--- src/rtl/spi_cs_sequencer.sv ---
// Chip-select sequencer wrapped around an AXI-Stream SPI master: frames one command's
// worth of TX words with cs_n setup/hold timing and routes the echoed RX words downstream.
module spi_cs_sequencer #(
    parameter int DATA_WIDTH = 8,
    parameter int CS_WIDTH   = 1,
    parameter int LEN_WIDTH  = 8,
    parameter int CS_SETUP   = 2,
    parameter int CS_HOLD    = 2
) (
    input  logic                  clk,
    input  logic                  rst_n,
    input  logic [LEN_WIDTH-1:0]  cmd_len,
    input  logic [CS_WIDTH-1:0]   cmd_cs,
    input  logic                  cmd_valid,
    output logic                  cmd_ready,
    input  logic [DATA_WIDTH-1:0] s_axis_tdata,
    input  logic                  s_axis_tvalid,
    output logic                  s_axis_tready,
    output logic [DATA_WIDTH-1:0] m_axis_tdata,
    output logic                  m_axis_tvalid,
    input  logic                  m_axis_tready,
    input  logic [DATA_WIDTH-1:0] rx_axis_tdata,
    input  logic                  rx_axis_tvalid,
    output logic                  rx_axis_tready,
    output logic [DATA_WIDTH-1:0] out_axis_tdata,
    output logic                  out_axis_tvalid,
    input  logic                  out_axis_tready,
    output logic                  out_axis_tlast,
    input  logic                  spi_tx_busy,
    output logic [CS_WIDTH-1:0]   cs_n,
    output logic                  busy,
    output logic                  stray_rx
);

    // A zero-length phase leaves after its first cycle, same as a one-cycle phase.
    localparam int SETUP_LAST = (CS_SETUP > 0) ? CS_SETUP - 1 : 0;
    localparam int HOLD_LAST  = (CS_HOLD > 0) ? CS_HOLD - 1 : 0;
    localparam int TIMER_MAX  = (SETUP_LAST > HOLD_LAST) ? SETUP_LAST : HOLD_LAST;
    localparam int TIMER_W    = (TIMER_MAX > 0) ? $clog2(TIMER_MAX + 1) : 1;

    typedef enum logic [2:0] {
        S_IDLE,
        S_SETUP,
        S_XFER,
        S_DRAIN,
        S_HOLD
    } state_t;

    state_t               state;
    logic [LEN_WIDTH-1:0] len_q;
    logic [LEN_WIDTH:0]   tx_cnt;
    logic [LEN_WIDTH:0]   rx_cnt;
    logic [TIMER_W-1:0]   timer;

    logic               in_xfer;
    logic               rx_pass;
    logic               tx_fire;
    logic               rx_fire;
    logic [LEN_WIDTH:0] len_ext;

    assign in_xfer = (state == S_XFER);
    assign rx_pass = (state == S_SETUP) || in_xfer || (state == S_DRAIN);
    assign len_ext = {1'b0, len_q};

    assign m_axis_tdata  = s_axis_tdata;
    assign m_axis_tvalid = in_xfer && s_axis_tvalid;
    assign s_axis_tready = in_xfer && m_axis_tready;
    assign tx_fire       = m_axis_tvalid && m_axis_tready;

    // Outside the framed window the RX side is always drained so a stray word never stalls the master.
    assign out_axis_tdata  = rx_axis_tdata;
    assign out_axis_tvalid = rx_pass && rx_axis_tvalid;
    assign out_axis_tlast  = rx_pass && (rx_cnt == len_ext);
    assign rx_axis_tready  = rx_pass ? out_axis_tready : 1'b1;
    assign rx_fire         = out_axis_tvalid && out_axis_tready;

    assign stray_rx = rst_n && !rx_pass && rx_axis_tvalid;
    assign busy     = (state != S_IDLE);

    // NOTE: sequential state uses non-blocking assignments only, so every branch below sees pre-edge values.
    always_ff @(posedge clk or negedge rst_n) begin
        if (!rst_n) begin
            state     <= S_IDLE;
            cs_n      <= '1;
            cmd_ready <= 1'b0;
            len_q     <= '0;
            tx_cnt    <= '0;
            rx_cnt    <= '0;
            timer     <= '0;
        end else begin
            if (rx_fire) begin
                rx_cnt <= rx_cnt + 1'b1;
            end

            case (state)
                S_IDLE: begin
                    cmd_ready <= 1'b1;
                    if (cmd_valid && cmd_ready) begin
                        len_q     <= cmd_len;
                        cs_n      <= ~cmd_cs;
                        tx_cnt    <= '0;
                        rx_cnt    <= '0;
                        timer     <= '0;
                        cmd_ready <= 1'b0;
                        state     <= S_SETUP;
                    end
                end

                S_SETUP: begin
                    if (timer == TIMER_W'(SETUP_LAST)) begin
                        state <= S_XFER;
                    end else begin
                        timer <= timer + 1'b1;
                    end
                end

                S_XFER: begin
                    if (tx_fire) begin
                        tx_cnt <= tx_cnt + 1'b1;
                        if (tx_cnt == len_ext) begin
                            state <= S_DRAIN;
                        end
                    end
                end

                // Wait for the echo of the final word and for the master to go quiet.
                S_DRAIN: begin
                    if ((rx_cnt == len_ext + 1'b1) && !spi_tx_busy) begin
                        timer <= '0;
                        state <= S_HOLD;
                    end
                end

                S_HOLD: begin
                    if (timer == TIMER_W'(HOLD_LAST)) begin
                        cs_n      <= '1;
                        cmd_ready <= 1'b1;
                        state     <= S_IDLE;
                    end else begin
                        timer <= timer + 1'b1;
                    end
                end

                default: begin
                    cs_n      <= '1;
                    cmd_ready <= 1'b0;
                    state     <= S_IDLE;
                end
            endcase
        end
    end

endmodule
--- config.mk ---
export PLATFORM = sky130hd
export DESIGN_NAME = spi_cs_sequencer
export DESIGN_NICKNAME = d
export VERILOG_FILES = /design/src/rtl/spi_cs_sequencer.sv
export SDC_FILE = /design/constraint.sdc
export NUM_CORES = 1
export LEC_CHECK = 0
export BUFFER_PORTS_ARGS = -buffer_cell sky130_fd_sc_hd__buf_2
export CELL_PAD_IN_SITES_DETAIL_PLACEMENT = 1
export CELL_PAD_IN_SITES_GLOBAL_PLACEMENT = 1
export CORE_AREA = 2 2 81 83
export DETAILED_ROUTE_END_ITERATION = 16
export DIE_AREA = 0 0 83 85
export PLACE_DENSITY = 0.72
export SYNTH_ARGS = -nofsm -noshare
export SYNTH_HDL_FRONTEND = slang
export SYNTH_SLANG_ARGS = --single-unit
--- constraint.sdc ---
create_clock -name clk -period 2.1 [get_ports clk]
set_clock_uncertainty 0.2 [all_clocks]
set_input_delay 0 -clock clk [delete_from_list [all_inputs] [get_ports clk]]
set_output_delay 0 -clock clk [all_outputs]
set_load 0.03 [all_outputs]
==> flow_summary.ini, run 1 <==
[timing]
finalWorstSetupSlack_ns = -0.0899
whs_ns = 0.0467
final-setup-viol-count = 4
tightestPinTransition_ns = 0.567
finalCritPeriodShare = 1.04
max_slew_margin = 0.620
slew_viol_final = 0
rsz0062_at_grt = true
min_period_ns = 2.19
max_freq_mhz = 457
hold_violations = 0

[placement]
io_buffers = 25
dpl.hpwl_um = 4240
gp_congestion = 0.860

[worst_setup_path]
cp-end-kind = register
cpPeakStageDelay_ns = 0.38
cp_cell_sequence = ha_1 -> xor2_1 -> a2111o_1 -> a211oi_2 -> o2111ai_2 -> o21ai_1 -> a21oi_1
crit_buf_inv = 0
critPathMaxFanout = 4
required_ns = 2.07
arrival_ns = 2.16
start_kind = register
critPathTopFamily = compound AO/OA/AOI/OAI gates
crit_path_top_delay_cell = dfrtp_1
path_class = register to register

[drt]
drt_iter0_markers = 73
firstDrtPassIters = 4
drtAntennaViolNets = 0
drt-total-wl_um = 5700
wl_per_cell_um = 15.6
drc = 0
via_count = 1884
via_per_inst = 5.16

[synth]
synth_top_area_frac = 0.369
synthFlopType = dfrtp_1
ys_warn_count = 0
synth.cell_area_um2 = 2100
seq_area_frac_synth = 0.382
synth-simple-area-share = 0.211
synth_top_family_by_area = simple AND/OR/NAND/NOR gates
synth_edf_count = 0
synth_compound_area_frac = 0.113
ys_types = 48
postSynthNetCount = 268
synthCells = 232
yosys.area.top_type = dfrtp_1
synthMuxAreaShare = 0.0518
netlist_top_cells_area = dfrtp_1 (37%), xnor2_1 (6.7%), buf_4 (6.4%)
post_synth.cell_area_avg_um2 = 9.06
synth-seq-cells = 32
synthXorXnorAreaFrac = 0.125
async_reset_ff_frac = 1.00
synth_fa_ha_area_frac = 0.0179

[grt]
grt-ovfl-total = 0
grt_max_degree = 28
grt_pass1_wl_um = 9500
grt_pass1_vias = 1930
grt_usage = 0.169
antenna_found_initial = 0

[power]
internal_power_uw = 1940
p_per_area_nw_per_um2 = 1230
swShare = 0.425
p_seq_frac = 0.313
pwr-share-comb = 0.539
switchingPower_uw = 1430
leakage_uw = 0.00119
ir_drop_mv = 0.445
clockPowerShare = 0.148
finalPower_uw = 3370

[run_status]
violations = setup timing
status = finished with violations

[hold_path]
hold_class = input port to asynchronous set/reset pin

[clocking]
cts_buffers = 5
clock_sinks = 32
clk_latency_ns = 0.29
cts_max_level = 2
cts_tree = yes
clock_path_buffers = 2
root_buffer = clkbuf_8
clk_pin_slew_ns = 0.07

[finish]
area_growth_pct = 30.7
layout-drive-gt1-share = 0.281
nets = 323
antenna_cells = 0
utilization = 0.443

[floorplan]
io_pins = 58
start_util = 0.339
coreArea_um2 = 6200
dieWidth_um = 83
die_area_um2 = 7060
row_count = 29
die_h_um = 85

[run]
cap_violations = 0
cell usage after synthesis (all sizes together), types with 4 or more instances:
master,count
dfrtp,31
a21oi,11
mux2,7
nand2,20
xnor2,16
buf,24
xor2,14
nor2,27
clkbuf,5
or3,5
nand3,6
nand4,9
inv,7
and3,4
o21ai,10
through the flow:
step	instances	worst slack (ns)	cell area (um^2)	TNS (ns)
finish	365	-0.0899	2750	-0.202
global route	365	-0.159	2750	-0.546
CTS	364	-0.100	2710	-0.247
detailed placement	328	-0.127	2330	-0.365
global placement	328	-0.0202	2330	-0.0276
floorplan	232	0.0714	2110	0
layout by cell type, fill, tap and decap left out, drive strengths merged:
master and n:
o21ai 10, a211o 1, buf 49, a221o 1, or3 5, nand4 9, o2111ai 1, nor4b 1
nor2 27, clkbuf 8, or2 2, and2 2, and4 3, a211oi 2, o211ai 1, nand4b 2
nand2b 1, a2111o 1, a31o 2, dfstp 1, and3 4, dlygate4sd3 28, ha 3, mux2i 3
xor2 14, o21ba 1, nand3 6, nor3 1, nor4 2, nor3b 1, mux2 7, a21oi 11
dfrtp 31, a311oi 1, nand2 20, o2bb2ai 1, xnor2 16, o22ai 1, o21a 1, inv 7
layer usage:
metal  part of all wire  wire, um  GRT usage  up-vias
met1               0.44      2490      0.216      935
met3              0.033       189     0.0272       11
met5                  0         0          0        -
met2               0.50      2850      0.283       45
li1                   -         -          -      893
met4              0.030       172     0.0745        0
power by group through the flow:
stage / Sequential [uW] / Clock [uW] / Combinational [uW]
6_report: 1050 / 499 / 1820
4_1_cts: 1050 / 522 / 1770
2_1_floorplan: 988 / 0 / 1220
5_1_grt: 1090 / 547 / 1990
3_3_place_gp: 1050 / 0 / 1600
3_5_place_dp: 1060 / 0 / 1670
worst reg2reg max path, cell delays in order, from the launching register on:
cell       delay [ns]
dfrtp_1          0.38
ha_1             0.32
xor2_1           0.15
a2111o_1         0.31
a211oi_2         0.20
o2111ai_2        0.24
o21ai_1          0.20
a21oi_1          0.08
cell families (layout without fill, tap and decap cells):
kind of cell / count (synthesis) / count (layout)
XOR/XNOR: 30 / 30
AND/OR/NAND/NOR: 86 / 86
multiplexers: 10 / 10
flip-flops: 32 / 32
AO/OA/AOI/OAI: 35 / 35
buffers and inverters: 36 / 92
adder cells (fa/ha/maj): 3 / 3
what timing repair did:
| item | 4_1_cts | 5_1_grt |
|---|---|---|
| endpoints found under the setup margin | 5 | 7 |
| buffers inserted | 0 | 1 |
| resized for setup | 2 | 9 |
| endpoints found under the hold margin | 57 | 0 |
| pin swaps | 9 | 7 |
| hold buffers | 28 | 0 |
worst paths after layout:
kind | startpoint | end | slack (ns) | cells after the start
max | len_q[0]$_DFFE_PN0P_ | state[1]$_DFFE_PN0P_ | -0.09 | 7
min | rst_n | cs_n$_DFFE_PN1P_ | 0.05 | 2
max reg2reg | len_q[0]$_DFFE_PN0P_ | state[1]$_DFFE_PN0P_ | -0.09 | 7
min reg2reg | tx_cnt[8]$_DFFE_PN0P_ | tx_cnt[8]$_DFFE_PN0P_ | 0.37 | 2
max in group asynchronous | rst_n | rx_cnt[3]$_DFF_PN0_ | 0.66 | 3
min in group clk | out_axis_tready | rx_cnt[0]$_DFF_PN0_ | 0.12 | 5
sequential cells by signal (all words and copies together) (netlist names):
name       flops
cs_n           1
tx_cnt         9
len_q          8
rx_cnt         9
timer          1
state          3
cmd_ready      1
final cells by class:
| type | count | area [um^2] |
|---|---|---|
| Clock buffer | 8 | 90.1 |
| Fill cell | 728 | 3460 |
| Inverter | 7 | 26.3 |
| Multi-Input combinational cell | 164 | 1130 |
| Sequential cell | 32 | 803 |
| Tap cell | 77 | 96.3 |
| Timing Repair Buffer | 77 | 604 |
Note: power is estimated with default switching activity, not from simulation.
==> inputs of run 2 (changes only) <==
ABC_AREA = 1   (was default)
CORE_AREA = 2 2 86 88   (was 2 2 81 83)
DIE_AREA = 0 0 88 90   (was 0 0 83 85)
HOLD_SLACK_MARGIN = 0.1   (was default)
PLACE_DENSITY = 0.73   (was 0.72)
==> run 2 against run 1 <==
Against the previous run:
- the run now ends clean
- setup slack improved by 0.22 ns
- global-route usage rose by 0.13 points
- design area rose by 6.0%
- combinational power rose by 12%
- hold slack improved by 0.089 ns
- fmax rose by 11%
- non-clock buffer count fell by 14
- final cell count rose by 32%
- die area rose by 12%
- count of clock-buffer cells in the layout fell by 2
- largest cell class unchanged
- sequential share of layout area fell by 1.6 points
==> flow_summary.ini, run 2 <==
[finish]
largestRegisters = rx_cnt (9), tx_cnt (9), len_q (8)
layout-drive-gt1-share = 0.168
layout_commonest_cell = nand2_1
antenna_cells = 0
area_growth_pct = 26.2
nets = 416
final_cells = 480
final_cell_mix = nand2_1 (99), inv_1 (43), dlygate4sd3_1 (32)

[synth]
postSynthNetCount = 365
synth.cell_area_um2 = 2310
seq_area_frac_synth = 0.348
netlist_top_cells_area = dfrtp_1 (34%), nand2_1 (16%), inv_1 (7.0%)
ys_types = 37
async_reset_ff_frac = 1.00
yosys.area.top_type = dfrtp_1
synth_common_cells = nand2_1 (100), inv_1 (43), dfrtp_1 (31)
synthCells = 329
synthFlopType = dfrtp_1
post_synth.cell_area_avg_um2 = 7.01
synth_top_area_frac = 0.336
ys_warn_count = 0
synth-seq-cells = 32
synth_edf_count = 0
yosys.cell_count.top_type = nand2_1

[clocking]
cts_buffers = 5
clk_latency_ns = 0.29
cts_tree = yes
post_cts_buffers = 0
clk_pin_slew_ns = 0.07
root_buffer = clkbuf_8
clock_path_buffers = 2
cts_max_level = 2
clock_sinks = 32

[grt]
grt_max_degree = 21
antenna_found_initial = 0
grt_usage = 0.170
grt-ovfl-total = 0
grt_pass1_wl_um = 10700
grt_pass1_vias = 2244

[floorplan]
dieWidth_um = 88
die_area_um2 = 7920
start_util = 0.329
die_h_um = 90
coreArea_um2 = 7020
io_pins = 58
row_count = 31

[drt]
firstDrtPassIters = 4
drtAntennaViolNets = 0
drc = 0
via_per_inst = 4.62
drt_iter0_markers = 121
wl_per_cell_um = 13.4
drt-total-wl_um = 6450
via_count = 2217

[timing]
finalCritPeriodShare = 0.939
max_slew_margin = 0.624
slew_viol_final = 0
min_period_ns = 1.97
finalWorstSetupSlack_ns = 0.129
whs_ns = 0.136
final-setup-viol-count = 0
rsz0062_at_grt = false
tns_ns = 0
hold_violations = 0
tightestPinTransition_ns = 0.564
max_freq_mhz = 507

[hold_path]
min_from = spi_tx_busy
hold_class = input port to register

[worst_setup_path]
start_kind = register
required_ns = 1.90
r2r_cells = 12
reg2reg_to = state[0]$_DFFE_PN0P_
cp_cell_sequence = inv_1 -> nand2_1 -> a21oi_1 -> nand4_1 -> nor4_2 -> buf_4
critPathMaxFanout = 5
crit_path_top_delay_cell = dfrtp_1
critPathTopFamily = simple AND/OR/NAND/NOR gates
cp-end-kind = primary output
path_class = register to primary output
cp_num_cells = 6
cp-endpoint = out_axis_tlast
regToRegStartpoint = len_q[0]$_DFFE_PN0P_
crit_start = len_q[3]$_DFFE_PN0P_
arrival_ns = 1.77
cpPeakStageDelay_ns = 0.45
rrSetupSlack_ns = 0.18
crit_buf_inv = 2

[power]
leakage_uw = 0.00143
p_per_area_nw_per_um2 = 1300
ir_drop_mv = 0.410
finalPower_uw = 3790

[placement]
dpl.hpwl_um = 4890
io_buffers = 25
gp_congestion = 0.876
preCtsSetupSlack_ns = 0.147
place_inst = 439

[run]
cap_violations = 0

[run_status]
status = completed
-- run 2: cell types whose count changed after synthesis, moves of 5 or more --
cell	change
inv_1	+36
nand2_1	+81
xor2_1	-10
nand3_1	+13
nor3_1	+5
or3_1	-5
xnor2_1	-11
o21ai_0	+13
mux2_2	-7
-- run 2: layer usage --
| metal | part of all wire | up-vias | track usage | routed length, um |
|---|---|---|---|---|
| met5 | 0 | - | 0 | 0 |
| met4 | 0.0065 | 0 | 0.0346 | 42 |
| met3 | 0.025 | 5 | 0.0248 | 162 |
| met2 | 0.50 | 44 | 0.305 | 3220 |
| met1 | 0.47 | 1044 | 0.213 | 3020 |
| li1 | - | 1124 | - | - |
-- run 2: where the power goes --
| group | switching, uW | total, uW | leakage, uW | internal [uW] |
|---|---|---|---|---|
| registers | 359 | 1240 | 0.000404 | 879 |
| clock network | 248 | 509 | 0.0000510 | 262 |
| logic | 1300 | 2040 | 0.000977 | 740 |
-- run 2: cell families after synthesis --
group	synth area share
buffers and inverters	0.137
xor gates and xnor gates	0.0342
AOI/OAI and AO/OA	0.0949
adders and majority gates	0.0163
DFF	0.348
and+or+nand+nor	0.370
-- run 2: area by class of cell --
cell class	count	area [um^2]
Timing Repair Buffer	63	510
Tap cell	99	124
Fill cell	902	4110
Multi-Input combinational cell	232	1210
Clock inverter	2	10.0
Sequential cell	32	805
Inverter	46	174
Clock buffer	6	82.6
-- run 2: how the worst min path moves through the flow --
stage | cells after the start | to | slack [ns]
finish | 9 | state[2]$_DFFE_PN0P_ | 0.14
global route | 9 | state[2]$_DFFE_PN0P_ | 0.22
CTS | 9 | state[2]$_DFFE_PN0P_ | 0.17
detailed placement | 1 | rx_cnt[5]$_DFF_PN0_ | -0.28
global placement | 1 | rx_cnt[5]$_DFF_PN0_ | -0.28
floorplan | 0 | cmd_ready$_DFFE_PN0P_ | -0.50
-- run 2: repair_timing --
item / 4_1_cts / 5_1_grt
resized for setup: 2 / 6
endpoints found under the setup margin: 1 / 15
hold buffers: 33 / 0
endpoints found under the hold margin: 75 / 0
-- run 2: tightest hold or removal path, delay by kind of cell --
kind / cells / cell delay (ns)
simple gates: 8 / 0.53
buf+inv: 1 / 0.07
-- run 2: through the flow --
step / utilization / area (um^2)
final: 0.415 / 2910
after global routing: 0.415 / 2910
after CTS: 0.412 / 2890
after detailed placement: 0.351 / 2460
after global placement: 0.351 / 2460
after floorplan: - / 2310
==> inputs of run 3 (changes only) <==
GPL_TIMING_DRIVEN = 0   (was default)
==> run 3 against run 2 <==
Against the previous run:
- global-route usage grew 0.31 points
- fmax shrank 0.34%
- hold slack lost 0.015 ns
- setup slack lost 0.0067 ns
- via count grew 5.2%
- count of clock-buffer cells in the layout grew 1
- utilization grew 2.0 points
- combinational power is essentially flat
- sequential share of layout area shrank 1.3 points
- total power shrank 0.72%
- non-clock buffer count grew 28
- largest cell class unchanged
==> flow_summary.ini, run 3 (same netlist as run 2, synthesis figures left out) <==
[worst_setup_path]
crit_top_cell = nand2_1
cp-end-kind = register
rrSetupSlack_ns = 0.12
crit_buf_inv = 1
path_class = register to register
critPathTopFamily = simple AND/OR/NAND/NOR gates
cpPeakStageDelay_ns = 0.47
start_kind = register
cp_cell_sequence = ha_2 -> inv_1 -> nand2_1 -> nand3b_1 -> nor2_1 -> nand2_1 -> nor2_1 -> nand3_1 -> nand2_2 -> nand2_1 -> nand2_1 -> nand2_1
reg2reg_to = state[0]$_DFFE_PN0P_
required_ns = 2.09
arrival_ns = 1.97
crit_path_top_delay_cell = dfrtp_2
critPathMaxFanout = 6
r2r_cells = 12
regToRegStartpoint = len_q[0]$_DFFE_PN0P_

[power]
p_per_area_nw_per_um2 = 1230
finalPower_uw = 3760
ir_drop_mv = 0.350
leakage_uw = 0.00153

[placement]
dpl.hpwl_um = 4950
gp_congestion = 0.845
place_inst = 469
io_buffers = 41

[grt]
antenna_found_initial = 0
grt_pass1_vias = 2328
grt_usage = 0.173
grt_pass1_wl_um = 10800
grt-ovfl-total = 0
grt_max_degree = 34

[drt]
drt-total-wl_um = 6580
via_per_inst = 4.59
firstDrtPassIters = 4
drc = 0
via_count = 2332
drtAntennaViolNets = 0
drt_iter0_markers = 65
wl_per_cell_um = 12.9

[clocking]
clk_pin_slew_ns = 0.08
post_cts_buffers = 0
clock_sinks = 32
clock_path_buffers = 2
cts_buffers = 5
root_buffer = clkbuf_8
clk_latency_ns = 0.30
cts_max_level = 2
cts_tree = yes

[finish]
final_cell_mix = nand2_1 (99), inv_1 (43), buf_2 (43)
nets = 444
layout-drive-gt1-share = 0.230
layout_commonest_cell = nand2_1
final_cells = 508
largestRegisters = rx_cnt (9), tx_cnt (9), len_q (8)
area_growth_pct = 32.2
antenna_cells = 0

[timing]
max_freq_mhz = 506
min_period_ns = 1.98
slew_viol_final = 0
whs_ns = 0.121
tightestPinTransition_ns = 0.779
hold_violations = 0
max_slew_margin = 0.480
rsz0062_at_grt = false
tns_ns = 0
final-setup-viol-count = 0
finalCritPeriodShare = 0.942

[floorplan]
die_h_um = 90
die_area_um2 = 7920
start_util = 0.329
row_count = 31
coreArea_um2 = 7020
dieWidth_um = 88
io_pins = 58

[hold_path]
hold_class = input port to asynchronous set/reset pin

[run_status]
status = completed

[run]
cap_violations = 0
==> run 3: changes by cell type in the layout (fill, tap and decap cells not counted), sizes merged <==
cell / change
dlymetal6s4s: -1
buf: +30
clkinvlp: +1
clkinv: -2
clkbuf: +1
dlygate4sd3: -1
==> run 3: layer usage <==
layer	part of all wire	up-vias	routed length (um)	global-route usage
li1	-	1180	-	-
met1	0.44	1105	2900	0.213
met2	0.52	43	3400	0.311
met3	0.032	4	210	0.0248
met4	0.0087	0	57	0.0423
met5	0	-	0	0
==> run 3: power breakdown <==
group	leakage (uW)	total (uW)	switching (uW)	internal, uW
Combinational	0.00108	2030	1300	736
Clock	0.0000445	525	258	267
Sequential	0.000405	1200	324	879
Total	0.00153	3760	1880	1880
==> run 3: through the flow <==
step / setup WS [ns] / util / instance area (um^2)
after global placement: 0.0760 / 0.376 / 2640
after CTS: 0.00948 / 0.433 / 3040
after detailed placement: 0.0426 / 0.376 / 2640
after global routing: 0.00535 / 0.435 / 3050
after floorplan: 0.0917 / - / 2310
final: 0.122 / 0.435 / 3050
==> run 3: cell type report <==
cell class                      instances  area [um^2]
Clock inverter                          1         7.51
Sequential cell                        32          805
Clock buffer                            7         86.3
Multi-Input combinational cell        232         1200
Fill cell                             901         3970
Buffer                                 19          141
Inverter                               46          174
Tap cell                               99          124
Timing Repair Buffer                   72          515
==> run 3: worst max-delay path by stage <==
stage	from	end	slack (ns)	cells after the start
2_1_floorplan	state[0]$_DFFE_PN0P_	out_axis_tlast	0.09	6
3_3_place_gp	len_q[0]$_DFFE_PN0P_	state[0]$_DFFE_PN0P_	0.08	12
3_5_place_dp	len_q[0]$_DFFE_PN0P_	state[0]$_DFFE_PN0P_	0.04	12
4_1_cts	len_q[0]$_DFFE_PN0P_	state[0]$_DFFE_PN0P_	0.009	12
5_1_grt	len_q[0]$_DFFE_PN0P_	state[0]$_DFFE_PN0P_	0.005	12
6_report	len_q[0]$_DFFE_PN0P_	state[0]$_DFFE_PN0P_	0.12	12
==> run 3: timing repair <==
item	in CTS	in global routing
hold buffers	31	0
resized for setup	0	5
endpoints found under the hold margin	75	0
setup endpoints to repair	0	5
